### config.mk
export PLATFORM = sky130hd
export DESIGN_NAME = mm_reg_bank
export DESIGN_NICKNAME = d
export VERILOG_FILES = /design/src/rtl/mm_reg_bank_pkg.sv /design/src/rtl/mm_reg_slot.sv /design/src/rtl/mm_reg_bank.sv
export SDC_FILE = /design/constraint.sdc
export NUM_CORES = 1
export LEC_CHECK = 0
export CAP_MARGIN = 20
export CORE_MARGIN = 3
export CORE_UTILIZATION = 54
export DETAILED_ROUTE_END_ITERATION = 6
export GPL_TIMING_DRIVEN = 0
export PLACE_DENSITY = 0.87
export SYNTH_ARGS = -nofsm -noshare
export SYNTH_HDL_FRONTEND = slang
export SYNTH_SLANG_ARGS = --single-unit
### constraint.sdc
create_clock -name i_clock -period 1.8 [get_ports i_clock]
set_input_delay 0.18 -clock i_clock [delete_from_list [all_inputs] [get_ports i_clock]]
set_output_delay 0.18 -clock i_clock [all_outputs]
set_load 0.02 [all_outputs]
### src/rtl/mm_reg_bank_pkg.sv
// mm_reg_bank_pkg: shared constants for the double-buffered register bank.
//   - Register word addresses (CTRL, STATUS, first parameter slot)
//   - CTRL / STATUS bit positions
//   - Launch FSM state encoding
package mm_reg_bank_pkg;

  localparam int unsigned ADDR_CTRL   = 0;
  localparam int unsigned ADDR_STATUS = 1;
  localparam int unsigned ADDR_PARAM0 = 2;

  localparam int unsigned CTRL_GO_BIT     = 0;
  localparam int unsigned CTRL_IRQ_EN_BIT = 1;

  localparam int unsigned STATUS_BUSY_BIT = 0;
  localparam int unsigned STATUS_DONE_BIT = 1;
  localparam int unsigned STATUS_ERR_BIT  = 2;

  typedef enum logic [1:0] {
    StIdle   = 2'd0,
    StLaunch = 2'd1,
    StRun    = 2'd2
  } state_e;

endpackage

### src/rtl/mm_reg_slot.sv
// mm_reg_slot: one WIDTH-wide shadow/active register pair.
// Ports:
//   i_clock, i_reset_n : clock, async active-low reset
//   i_wr_en, i_wdata   : host write into the shadow register
//   i_commit           : copy shadow into active
//   o_shadow, o_active : current shadow / active values
module mm_reg_slot #(
  parameter int unsigned WIDTH = 32
) (
  input  logic             i_clock,
  input  logic             i_reset_n,
  input  logic             i_wr_en,
  input  logic [WIDTH-1:0] i_wdata,
  input  logic             i_commit,
  output logic [WIDTH-1:0] o_shadow,
  output logic [WIDTH-1:0] o_active
);

  logic [WIDTH-1:0] r_shadow;
  logic [WIDTH-1:0] r_active;

  always_ff @(posedge i_clock or negedge i_reset_n) begin
    if (!i_reset_n) begin
      r_shadow <= '0;
      r_active <= '0;
    end else begin
      if (i_wr_en)  r_shadow <= i_wdata;
      // Commit takes the pre-edge shadow value.
      if (i_commit) r_active <= r_shadow;
    end
  end

  assign o_shadow = r_shadow;
  assign o_active = r_active;

endmodule

### src/rtl/mm_reg_bank.sv
// mm_reg_bank: memory-mapped double-buffered parameter bank with GO/busy/done
// handshake toward a drawing core.
// Ports:
//   i_clock, i_reset_n            : clock, async active-low reset
//   i_address, i_write, i_writedata, i_read : host bus (one-cycle strobes)
//   o_readdata, o_readdatavalid   : registered read response, 1-cycle latency
//   o_cfg                         : active parameters, slot 2 in the LSBs
//   o_go                          : one-cycle launch pulse
//   i_core_busy, i_core_done      : core handshake
//   o_irq                         : level interrupt
// Optional feature: define MM_REG_BANK_IRQ_EN to drive o_irq from
// IRQ_EN & (DONE | ERR); otherwise o_irq is tied low.
module mm_reg_bank
  import mm_reg_bank_pkg::*;
#(
  parameter int unsigned WIDTH  = 32,
  parameter int unsigned NREGS  = 8,
  parameter int unsigned ADDR_W = 4
) (
  input  logic                      i_clock,
  input  logic                      i_reset_n,
  input  logic [ADDR_W-1:0]         i_address,
  input  logic                      i_write,
  input  logic [WIDTH-1:0]          i_writedata,
  input  logic                      i_read,
  output logic [WIDTH-1:0]          o_readdata,
  output logic                      o_readdatavalid,
  output logic [(NREGS-2)*WIDTH-1:0] o_cfg,
  output logic                      o_go,
  input  logic                      i_core_busy,
  input  logic                      i_core_done,
  output logic                      o_irq
);

  localparam int unsigned NPARAM = NREGS - 2;

  state_e           r_state;
  state_e           w_state_next;
  logic             r_irq_en;
  logic             r_done;
  logic             r_err;
  logic             r_go;
  logic [WIDTH-1:0] r_readdata;
  logic             r_readdatavalid;

  logic [31:0]      w_addr;
  logic             w_wr_ctrl;
  logic             w_wr_status;
  logic             w_go_req;
  logic             w_go_accept;
  logic             w_go_reject;
  logic             w_done_set;
  logic             w_done_clr;
  logic             w_err_clr;
  logic [WIDTH-1:0] w_rdata;
  logic [WIDTH-1:0] w_shadow [NPARAM];

  assign w_addr      = 32'(i_address);
  assign w_wr_ctrl   = i_write && (w_addr == ADDR_CTRL);
  assign w_wr_status = i_write && (w_addr == ADDR_STATUS);
  assign w_go_req    = w_wr_ctrl && i_writedata[CTRL_GO_BIT];
  // GO is only honoured from IDLE; in LAUNCH/RUN it flags ERR instead.
  assign w_go_accept = w_go_req && (r_state == StIdle);
  assign w_go_reject = w_go_req && (r_state != StIdle);
  assign w_done_set  = (r_state == StRun) && i_core_done;
  assign w_done_clr  = w_wr_status && i_writedata[STATUS_DONE_BIT];
  assign w_err_clr   = w_wr_status && i_writedata[STATUS_ERR_BIT];

  // Parameter slots: shadow written by host, active loaded on accepted GO.
  for (genvar gi = 0; gi < NPARAM; gi++) begin : g_slot
    logic w_wr_en;
    assign w_wr_en = i_write && (w_addr == ADDR_PARAM0 + gi);

    mm_reg_slot #(
      .WIDTH(WIDTH)
    ) u_slot (
      .i_clock  (i_clock),
      .i_reset_n(i_reset_n),
      .i_wr_en  (w_wr_en),
      .i_wdata  (i_writedata),
      .i_commit (w_go_accept),
      .o_shadow (w_shadow[gi]),
      .o_active (o_cfg[gi*WIDTH +: WIDTH])
    );
  end

  // Launch FSM
  always_ff @(posedge i_clock or negedge i_reset_n) begin
    if (!i_reset_n) begin
      r_state <= StIdle;
    end else begin
      r_state <= w_state_next;
    end
  end

  always_comb begin
    w_state_next = r_state;
    case (r_state)
      StIdle:   if (w_go_accept) w_state_next = StLaunch;
      StLaunch: if (i_core_busy) w_state_next = StRun;
      StRun:    if (i_core_done) w_state_next = StIdle;
      default:  w_state_next = StIdle;
    endcase
  end

  // Control / status registers. Sticky set beats a same-cycle clear.
  always_ff @(posedge i_clock or negedge i_reset_n) begin
    if (!i_reset_n) begin
      r_irq_en <= 1'b0;
      r_done   <= 1'b0;
      r_err    <= 1'b0;
      r_go     <= 1'b0;
    end else begin
      if (w_wr_ctrl) r_irq_en <= i_writedata[CTRL_IRQ_EN_BIT];
      if (w_done_set)      r_done <= 1'b1;
      else if (w_done_clr) r_done <= 1'b0;
      if (w_go_reject)     r_err <= 1'b1;
      else if (w_err_clr)  r_err <= 1'b0;
      r_go <= w_go_accept;
    end
  end

  // Read mux reflects pre-edge state, so a same-cycle write is not visible.
  always_comb begin
    w_rdata = '0;
    if (w_addr == ADDR_CTRL) begin
      w_rdata[CTRL_IRQ_EN_BIT] = r_irq_en;
    end else if (w_addr == ADDR_STATUS) begin
      w_rdata[STATUS_BUSY_BIT] = (r_state != StIdle);
      w_rdata[STATUS_DONE_BIT] = r_done;
      w_rdata[STATUS_ERR_BIT]  = r_err;
    end else begin
      for (int unsigned i = 0; i < NPARAM; i++) begin
        if (w_addr == ADDR_PARAM0 + i) w_rdata = w_shadow[i];
      end
    end
  end

  always_ff @(posedge i_clock or negedge i_reset_n) begin
    if (!i_reset_n) begin
      r_readdata      <= '0;
      r_readdatavalid <= 1'b0;
    end else begin
      if (i_read) r_readdata <= w_rdata;
      r_readdatavalid <= i_read;
    end
  end

  assign o_readdata      = r_readdata;
  assign o_readdatavalid = r_readdatavalid;
  assign o_go            = r_go;

`ifdef MM_REG_BANK_IRQ_EN
  logic r_irq;

  always_ff @(posedge i_clock or negedge i_reset_n) begin
    if (!i_reset_n) begin
      r_irq <= 1'b0;
    end else begin
      r_irq <= r_irq_en && (r_done || r_err);
    end
  end

  assign o_irq = r_irq;
`else
  assign o_irq = 1'b0;
`endif

endmodule

## Word-level counts from Yosys, hierarchy flattened

Cells that the tools add are included.

| storage, ports and cells | value |
|---|---|
| register bits | 423 |
| output and inout port bits | 227 |

| cells by class | value |
|---|---|
| multiplexer cells | 19 |
| reductions and logical operators | 20 |
| equality and inequality tests | 12 |

Operators by type and width:

| cell | count |
|---|---|
| $mux W32 | 6 |
| $logic_not A32 Y1 | 1 |
| $mux W30 | 1 |
| $mux W29 | 1 |
| $eq A4 B3 Y1 const B | 4 |
| $logic_and A1 B1 Y1 | 14 |
| $eq A4 B2 Y1 const B | 2 |
| $mux W1 | 6 |
| $mux W2 | 3 |
| $ne A2 B2 Y1 const B | 3 |
| $pmux W2 S3 | 1 |
| $reduce_bool A2 Y1 | 3 |
| $eq A4 B1 Y1 const B | 1 |
| $mux W3 | 1 |
| $reduce_and A3 Y1 | 1 |
| $eq A2 B1 Y1 const B | 1 |
| $eq A2 B2 Y1 const B | 1 |
| $logic_not A2 Y1 | 1 |

## Longest topological paths before layout

Gate-level depths: netlist of the first run.

| logic depth | value |
|---|---|
| word-level depth | 9 |
| gate-level depth with buffers | 8 |

## Modules after synthesis

A second synthesis of the first run with hierarchy kept.

| unflattened totals | value |
|---|---|
| cell total of the unflattened synthesis | 1304 |
| area, all modules | 19596.3 um2 |

By module, submodules not included:

| module | cells an instance | area each (um2) | times used | sequential area each (um2) |
|---|---|---|---|---|
| mm_reg_slot | 136 | 2690.1 | 6 | 1601.5 |
| mm_reg_bank | 488 | 3455.8 | 1 | 975.9 |

## Worst setup path before layout of the first run

Ideal clock, no wire load.

| timing | value |
|---|---|
| kind | input -> register |
| start point | input port i_address[1] |
| end point | register g_slot[1].u_slot.r_shadow[10] |
| slack | 226 ps |
| setup time | 125 ps |
| arrival | 1449 ps |
| stages on the path | 6 |
| path buffers | 3 |
| cells stage by stage | buf_4 > inv_2 > or4_1 > buf_2 > buf_6 > mux2_4 |

| between the ends | value |
|---|---|
| longest elaborated chain between the ends | 2 |

RTL lines:

| what | RTL line | text |
|---|---|---|
| from (decl) | mm_reg_bank.sv:22 | `input logic [ADDR_W-1:0] i_address,` |
| $eq A4 B2 Y1 | mm_reg_bank.sv:72 | `assign w_wr_en = i_write && (w_addr == ADDR_PARAM0 + gi);` |
| $logic_and A1 B1 Y1 | mm_reg_bank.sv:72 |  |
| to (signal assigned) | mm_reg_slot.sv:27 | `if (i_wr_en) r_shadow <= i_wdata;` |
| to (decl) | mm_reg_slot.sv:19 | `logic [WIDTH-1:0] r_shadow;` |

Every way passes these cells.
A chain may end at the register's enable or synchronous reset.

## Final worst setup path of the first run

| timing | value |
|---|---|
| start point | input port i_write |
| end point | register g_slot[4].u_slot.r_shadow[19] |

| between the ends | value |
|---|---|
| longest elaborated chain between the ends | 1 |

RTL lines:

| what | RTL line | text |
|---|---|---|
| from (decl) | mm_reg_bank.sv:23 | `input logic i_write,` |
| $logic_and A1 B1 Y1 | mm_reg_bank.sv:72 |  |
| to (signal assigned) | mm_reg_slot.sv:27 |  |
| to (decl) | mm_reg_slot.sv:19 |  |

Every way passes these cells.

==> flow_metrics.env, run 1 <==
export IMPL_path_max_fanout=10
export IMPL_grt_start_max_net_pins=125
export IMPL_total_die_area_sq_um=34900
export IMPL_setup_crit_end_kind="register"
export IMPL_synth_area_mux_share_pct=25.4
export IMPL_fin_nets=1602
export IMPL_worst_slack_ps=-37.0
export IMPL_worstSetupPathType="in2reg"
export IMPL_global_route_usage_total_pct=29.9
export IMPL_htree_num_levels=2
export IMPL_cellLeakagePower_nw=10.1
export IMPL_final_hold_worst_slack_ps=-356
export IMPL_yosysWarningCount=0
export IMPL_maxCapViolCount=0
export IMPL_chipHeight_microns=187
export IMPL_tightestPinTransition_ps=882
export IMPL_cts_buffers_inserted=42
export IMPL_cts_tree="yes"
export IMPL_postSynthNetCount=1285
export IMPL_slew_limit_headroom_pct=41.2
export IMPL_arrival_ps=2260
export IMPL_synthArstFlopShare_pct=100
export IMPL_detail_route_iter0_violations=1254
export IMPL_rsz0062_at_grt="true"
export IMPL_nFillCells=2147
export IMPL_detail_route_first_pass_iterations=5
export IMPL_vdd_drop_max_mv=0.824
export IMPL_design_area_sq_um=22400
export IMPL_syn_inst=1243
export IMPL_ys_dominant_reg_cell="sky130_fd_sc_hd__dfrtp_1"
export IMPL_finalWirelength_mm=52.7
export IMPL_dpl_cell_count=1945
export IMPL_cell_type_with_the_largest_total_area_after_synthesis="sky130_fd_sc_hd__dfrtp_1"
export IMPL_cts_reportedPaths_clkPinSlew_ps=60
export IMPL_post_synth_fa_ha_maj_area_fraction_pct=0
export IMPL_run_status="complete, but fails checks"
export IMPL_drt_antenna_violating_nets=0
export IMPL_synth_top_family_by_area="multiplexers"
export IMPL_yosys_register_bits=423
export IMPL_placeableCoreArea_sq_um=31900
export IMPL_timing_final_crit_share_pct=102
export IMPL_synthTopCellsByArea="sky130_fd_sc_hd__dfrtp_1 (60%), sky130_fd_sc_hd__mux2_2 (20%), sky130_fd_sc_hd__mux2_4 (2.5%)"
export IMPL_place_worst_setup_slack_ps=-930
export IMPL_wire_length_of_the_first_global_routing_pass_mm=80.3
export IMPL_fin_skew_ps=11.9
export IMPL_worst_r2r_startpoint="r_state[1]"
export IMPL_numPortBuffers=264
export IMPL_synth_cell_area_sq_um=17700
export IMPL_seq_area_frac_synth_pct=59.9
export IMPL_cp_data_required_time_ps=2220
export IMPL_report_final_setup_viol=21
export IMPL_initial_antenna_violation_count=3
export IMPL_clk_root_buffer_cell="sky130_fd_sc_hd__clkbuf_16"
export IMPL_netlist_cell_type_count=57
export IMPL_post_synth_cell_area_avg_sq_um=14.2
export IMPL_detail_route_drc_violations=0
export IMPL_std_cell_rows=65
export IMPL_clock_insertion_delay_worst_skew_ps=540
export IMPL_yosys_area_share_xor_xnor_pct=0
export IMPL_post_route_cells_drive_above_1_share_pct=31.8
export IMPL_gr_total_overflow=0
export IMPL_detailed_place_area_sq_um=20900
export IMPL_die_x_microns=187
export IMPL_max_freq_mhz=544
export IMPL_final_hold_violating_endpoints=80
export IMPL_power_per_cell_area_nw_per_um2=1230
export IMPL_final_instance_count_excl_fill=2021
export IMPL_start_point_of_the_critical_path="i_write"
export IMPL_crit_path_start_kind="primary input"
export IMPL_synth_enable_flop_cells=0
export IMPL_number_of_global_route_vias_before_repair=13200
export IMPL_max_clock_path_buffers=3
export IMPL_dpl_hpwl_mm=35.3
export IMPL_failing_checks="negative hold slack, negative setup slack"
export IMPL_synthToLayoutAreaGrowth_pct=26.7
export IMPL_routedWlPerCell_microns=26.1
export IMPL_post_synth_and_or_nand_nor_area_fraction_pct=2.51
export IMPL_synth_compound_gate_area_share_pct=9.48
export IMPL_io_pins=269
export IMPL_route_vias_total=12400
export IMPL_initial_core_util_pct=55.4
export IMPL_layout_min_cycle_time_ps=1840
export IMPL_viasPerCell=6.14
export IMPL_gp_congestion=0.890
export IMPL_netlist_area_leader_share_pct=59.9
export IMPL_worstHoldPathType="in2async"
export IMPL_clock_sink_count=423
export IMPL_finalMaxSlewViolations=0
cells in the final DEF, fill, tap and decap left out, types with 5 or more instances in the layout:
cell type	netlist	layout
sky130_fd_sc_hd__clkbuf_1	25	23
sky130_fd_sc_hd__dfrtp_1	423	423
sky130_fd_sc_hd__mux2_2	320	320
sky130_fd_sc_hd__a22oi_1	24	24
sky130_fd_sc_hd__a21oi_1	55	55
sky130_fd_sc_hd__buf_2	54	36
sky130_fd_sc_hd__buf_4	4	23
sky130_fd_sc_hd__a221o_1	6	6
sky130_fd_sc_hd__o2bb2ai_1	7	7
sky130_fd_sc_hd__o31a_1	6	6
sky130_fd_sc_hd__clkbuf_4	0	7
sky130_fd_sc_hd__inv_1	7	7
sky130_fd_sc_hd__a31oi_1	5	5
sky130_fd_sc_hd__o21ai_1	21	21
sky130_fd_sc_hd__clkdlybuf4s50_1	0	262
sky130_fd_sc_hd__nor2b_1	8	8
sky130_fd_sc_hd__clkinv_2	0	9
sky130_fd_sc_hd__clkbuf_2	0	8
sky130_fd_sc_hd__mux2_1	37	37
sky130_fd_sc_hd__nand2_1	36	36
sky130_fd_sc_hd__o211ai_1	23	23
sky130_fd_sc_hd__clkbuf_16	0	43
sky130_fd_sc_hd__o21a_1	24	24
sky130_fd_sc_hd__mux2_4	30	30
sky130_fd_sc_hd__nand2b_1	5	5
sky130_fd_sc_hd__nor3_1	5	5
sky130_fd_sc_hd__o221ai_1	7	7
sky130_fd_sc_hd__o21ai_0	36	36
sky130_fd_sc_hd__a2bb2oi_1	23	23
repair_timing:
action,4_1_cts,5_1_grt
endpoints found under the setup margin,108,253
endpoints found under the hold margin,80,80
cloned,0,1
buffers inserted,4,1
pin swaps,1,1
resized for setup,21,24
synthesized netlist by cell type (all sizes together), types with 3 or more instances:
cell     instances
a21oi           56
a221o            6
a221oi           3
a22oi           24
a2bb2oi         23
a31oi            5
buf             67
clkbuf          25
dfrtp          423
inv              8
mux2           387
nand2           37
nand2b           5
nor2             3
nor2b            8
nor3             6
nor3b            3
o211ai          23
o21a            24
o21ai           57
o221ai           7
o2bb2ai          7
o31a             6
or2              6
worst paths after layout:
path                                                  to  slack [ps]  cells after the start
min reg2reg                                o_readdata[1]         490                      2
min                         g_slot[3].u_slot.o_active[2]        -360                      1
max reg2reg                g_slot[4].u_slot.o_active[23]         -10                      5
max                        g_slot[4].u_slot.o_shadow[19]         -40                      6
max in group asynchronous  g_slot[5].u_slot.o_active[18]         670                      3
min in group i_clock                               r_err         100                      4
cell type report:
type / count / area, sq um / area share (%)
well taps: 435 / 544 / 2.43
inverters: 8 / 30.0 / 0.134
diodes: 2 / 5.00 / 0.0224
flip-flops and latches: 423 / 10600 / 47.3
plain buffers: 92 / 523 / 2.34
clock inverters: 14 / 151 / 0.676
clock buffers: 54 / 1160 / 5.17
multi-input cells: 720 / 6620 / 29.6
repair buffers: 273 / 2780 / 12.4
per-stage QoR:
| step | setup TNS (ps) | utilization [%] | power [mW] |
|---|---|---|---|
| after global placement | -7534660 | 65.4 | 18.7 |
| after floorplan | 0 | - | 15.8 |
| after detailed placement | -188830 | 65.7 | 19.0 |
| after CTS | -3.37 | 70.0 | 27.6 |
| after global routing | -1030 | 70.2 | 28.6 |
| final | -495 | 70.2 | 27.5 |
critical path: stages:
cell	delay, ps
sky130_fd_sc_hd__clkdlybuf4s50_1	480
sky130_fd_sc_hd__nor2b_1	130
sky130_fd_sc_hd__buf_2	190
sky130_fd_sc_hd__nor3b_2	470
sky130_fd_sc_hd__buf_2	420
sky130_fd_sc_hd__mux2_2	380
layer usage:
metal | global-route usage, % | vias up | wire, microns
met3 | 6.65 | 152 | 4470
li1 | - | 5191 | -
met4 | 12.6 | 2 | 2360
met2 | 48.1 | 678 | 25000
met1 | 39.6 | 6386 | 20800
met5 | 0 | - | 20
flip-flops by register name, summed over array words and instances (netlist names):
register,flops
r_done,1
g_slot.u_slot.o_active,192
o_go,1
g_slot.u_slot.o_shadow,192
o_readdata,32
r_state,2
o_readdatavalid,1
r_irq_en,1
r_err,1
logic make-up after synthesis:
kind of cell,after synthesis
mux,388
simple gates,81
compound gates,250
buf+inv,100
flops,423
other cells,1
where the power goes:
| group | internal (mW) | switching [mW] | leakage [nW] |
|---|---|---|---|
| Sequential | 11.4 | 1.51 | 5.45 |
| Combinational | 3.25 | 2.82 | 4.05 |
| Clock | 4.94 | 3.60 | 0.649 |
No activity file was read; power rests on OpenSTA's default activity.
==> inputs of run 2 (changes only) <==
- CELL_PAD_IN_SITES_DETAIL_PLACEMENT: unset -> 1
- CELL_PAD_IN_SITES_GLOBAL_PLACEMENT: unset -> 2
- CORE_UTILIZATION: 54 -> 38
- HOLD_SLACK_MARGIN: unset -> 0.03
==> run 2 against run 1 <==
Against the previous run:
- the run ends with negative setup slack left
- routed wire length grew 15%
- maximum frequency is 1.1% lower
- total power rose by 5.0%
- critical path depth did not move
- combinational power hardly changed
- sequential power about the same
- non-clock buffer count is 4 higher
- critical path type unchanged
==> flow_metrics.env, run 2 (same netlist as run 1, synthesis figures left out) <==
export IMPL_run_status="complete, but fails checks"
export IMPL_failing_checks="negative setup slack"
export IMPL_worst_slack_ps=-57.5
export IMPL_arrival_ps=2300
export IMPL_initial_core_util_pct=38.7
export IMPL_path_max_fanout=10
export IMPL_detail_route_drc_violations=0
export IMPL_detailed_place_area_sq_um=21100
export IMPL_detail_route_first_pass_iterations=4
export IMPL_chipHeight_microns=222
export IMPL_fin_nets=1610
export IMPL_setup_reg_to_reg_worst_slack_ps=-30
export IMPL_die_x_microns=222
export IMPL_layout_cells_most_common_list="sky130_fd_sc_hd__dfrtp_1 (423), sky130_fd_sc_hd__mux2_2 (320), sky130_fd_sc_hd__clkdlybuf4s50_1 (217)"
export IMPL_fin_skew_ps=10.7
export IMPL_finalWirelength_mm=60.5
export IMPL_post_route_cells_drive_above_1_share_pct=32.4
export IMPL_global_route_usage_total_pct=24.0
export IMPL_finalCoreUtilization_pct=50.3
export IMPL_cts_reportedPaths_clkPinSlew_ps=60
export IMPL_drt_antenna_violating_nets=0
export IMPL_worst_r2r_startpoint="r_state[0]"
export IMPL_std_cell_rows=78
export IMPL_routedWlPerCell_microns=27.4
export IMPL_worst_hold_path_num_cells=1
export IMPL_design_area_sq_um=23000
export IMPL_finalMaxSlewViolations=0
export IMPL_final_common_cell="sky130_fd_sc_hd__dfrtp_1"
export IMPL_synthToLayoutAreaGrowth_pct=30.0
export IMPL_gr_total_overflow=0
export IMPL_cp_data_required_time_ps=2250
export IMPL_final_hold_worst_slack_ps=84.8
export IMPL_number_of_global_route_vias_before_repair=13100
export IMPL_gp_congestion=0.808
export IMPL_initial_antenna_violation_count=2
export IMPL_maxCapViolCount=0
export IMPL_viasPerCell=5.47
export IMPL_detail_route_iter0_violations=772
export IMPL_place_worst_setup_slack_ps=-1120
export IMPL_layout_min_cycle_time_ps=1860
export IMPL_timing_setup_tns_ps=-1610
export IMPL_nFillCells=4627
export IMPL_max_freq_mhz=538
export IMPL_cts_tree="yes"
export IMPL_ff2ff_path_depth=6
export IMPL_numPortBuffers=264
export IMPL_crit_path_start_kind="primary input"
export IMPL_timing_rr_end="g_slot[1].u_slot.o_active[22]"
export IMPL_clock_insertion_delay_worst_skew_ps=570
export IMPL_report_final_setup_viol=74
export IMPL_timing_final_crit_share_pct=103
export IMPL_vdd_drop_max_mv=0.930
export IMPL_grt_start_max_net_pins=123
export IMPL_hold_path_startpoint="i_read"
export IMPL_max_clock_path_buffers=3
export IMPL_tightestPinTransition_ps=997
export IMPL_slew_limit_headroom_pct=33.5
export IMPL_cellLeakagePower_nw=10.7
export IMPL_final_hold_violating_endpoints=0
export IMPL_wire_length_of_the_first_global_routing_pass_mm=88.5
export IMPL_hold_end="o_readdatavalid"
export IMPL_worstHoldPathType="in2reg"
export IMPL_clk_root_buffer_cell="sky130_fd_sc_hd__clkbuf_16"
export IMPL_worstSetupPathType="in2reg"
export IMPL_setup_crit_end_kind="register"
export IMPL_route_vias_total=12100
export IMPL_placeableCoreArea_sq_um=45700
export IMPL_clock_sink_count=423
export IMPL_dpl_hpwl_mm=40.8
export IMPL_cts_buffers_inserted=46
export IMPL_io_pins=269
export IMPL_rsz0062_at_grt="true"
export IMPL_power_per_cell_area_nw_per_um2=1260
export IMPL_total_die_area_sq_um=49100
export IMPL_htree_num_levels=2
run 2: cell types whose count changed in the layout (fill, tap and decap cells not counted), moves of 2 or more:
cell / change
sky130_fd_sc_hd__clkdlybuf4s50_1: -45
sky130_fd_sc_hd__dlygate4sd2_1: +32
sky130_fd_sc_hd__dlymetal6s2s_1: +13
sky130_fd_sc_hd__clkbuf_16: +7
sky130_fd_sc_hd__clkbuf_8: +7
sky130_fd_sc_hd__buf_6: +4
sky130_fd_sc_hd__buf_4: -3
sky130_fd_sc_hd__clkbuf_1: +3
sky130_fd_sc_hd__clkinv_2: -3
sky130_fd_sc_hd__dlygate4sd3_1: +2
run 2: worst max path at each step:
stage	endpoint	cells past startpoint	from
3_5_place_dp	o_readdata[29]	7	i_read
2_1_floorplan	g_slot[1].u_slot.o_shadow[10]	6	i_address[1]
5_1_grt	g_slot[2].u_slot.o_active[23]	8	i_address[2]
4_1_cts	g_slot[4].u_slot.o_active[15]	5	r_state[0]
3_3_place_gp	g_slot[0].u_slot.o_active[25]	1	i_reset_n
6_report	g_slot[5].u_slot.o_shadow[9]	6	i_address[2]
run 2: metal layers:
layer  up-vias  share of wire [%]  GRT usage, %
li1       5210                  -             -
met1      6410                 44          32.1
met2       355                 48          39.5
met3        99                5.8          5.49
met4         0                2.5          6.69
met5         -                  0             0
run 2: critical path: stages:
cell,delay (ps)
sky130_fd_sc_hd__clkdlybuf4s50_1,500
sky130_fd_sc_hd__nand2_2,320
sky130_fd_sc_hd__or3_1,160
sky130_fd_sc_hd__clkbuf_1,280
sky130_fd_sc_hd__buf_2,450
sky130_fd_sc_hd__mux2_2,390
run 2: where the power goes:
part | internal (mW) | switching, mW
combinational | 3.17 | 2.90
sequential | 11.4 | 1.51
clock | 5.99 | 3.92
total | 20.6 | 8.33
run 2: metrics by stage:
stage	power, mW	cells
finish	28.9	2207
global route	30.1	2205
CTS	29.1	2198
detailed placement	19.2	2110
global placement	18.9	2107
floorplan	15.8	1243
run 2: what timing repair did:
item                                    CTS  global route
hold buffers                              2             0
cloned                                    0             2
buffers inserted                          2             5
endpoints found under the setup margin  203           565
pin swaps                                 1             1
endpoints found under the hold margin    69             0
gates resized for setup                  61            44
run 2: layout make-up:
class	count	area, sq um	share of cell area [%]
diodes	3	7.51	0.0327
plain buffers	91	541	2.35
clock buffers	74	1430	6.23
clock inverters	10	150	0.654
inverters	8	30.0	0.131
multi-input cells	720	6640	28.9
flip-flops and latches	423	10600	46.1
well taps	600	751	3.27
repair buffers	278	2840	12.4
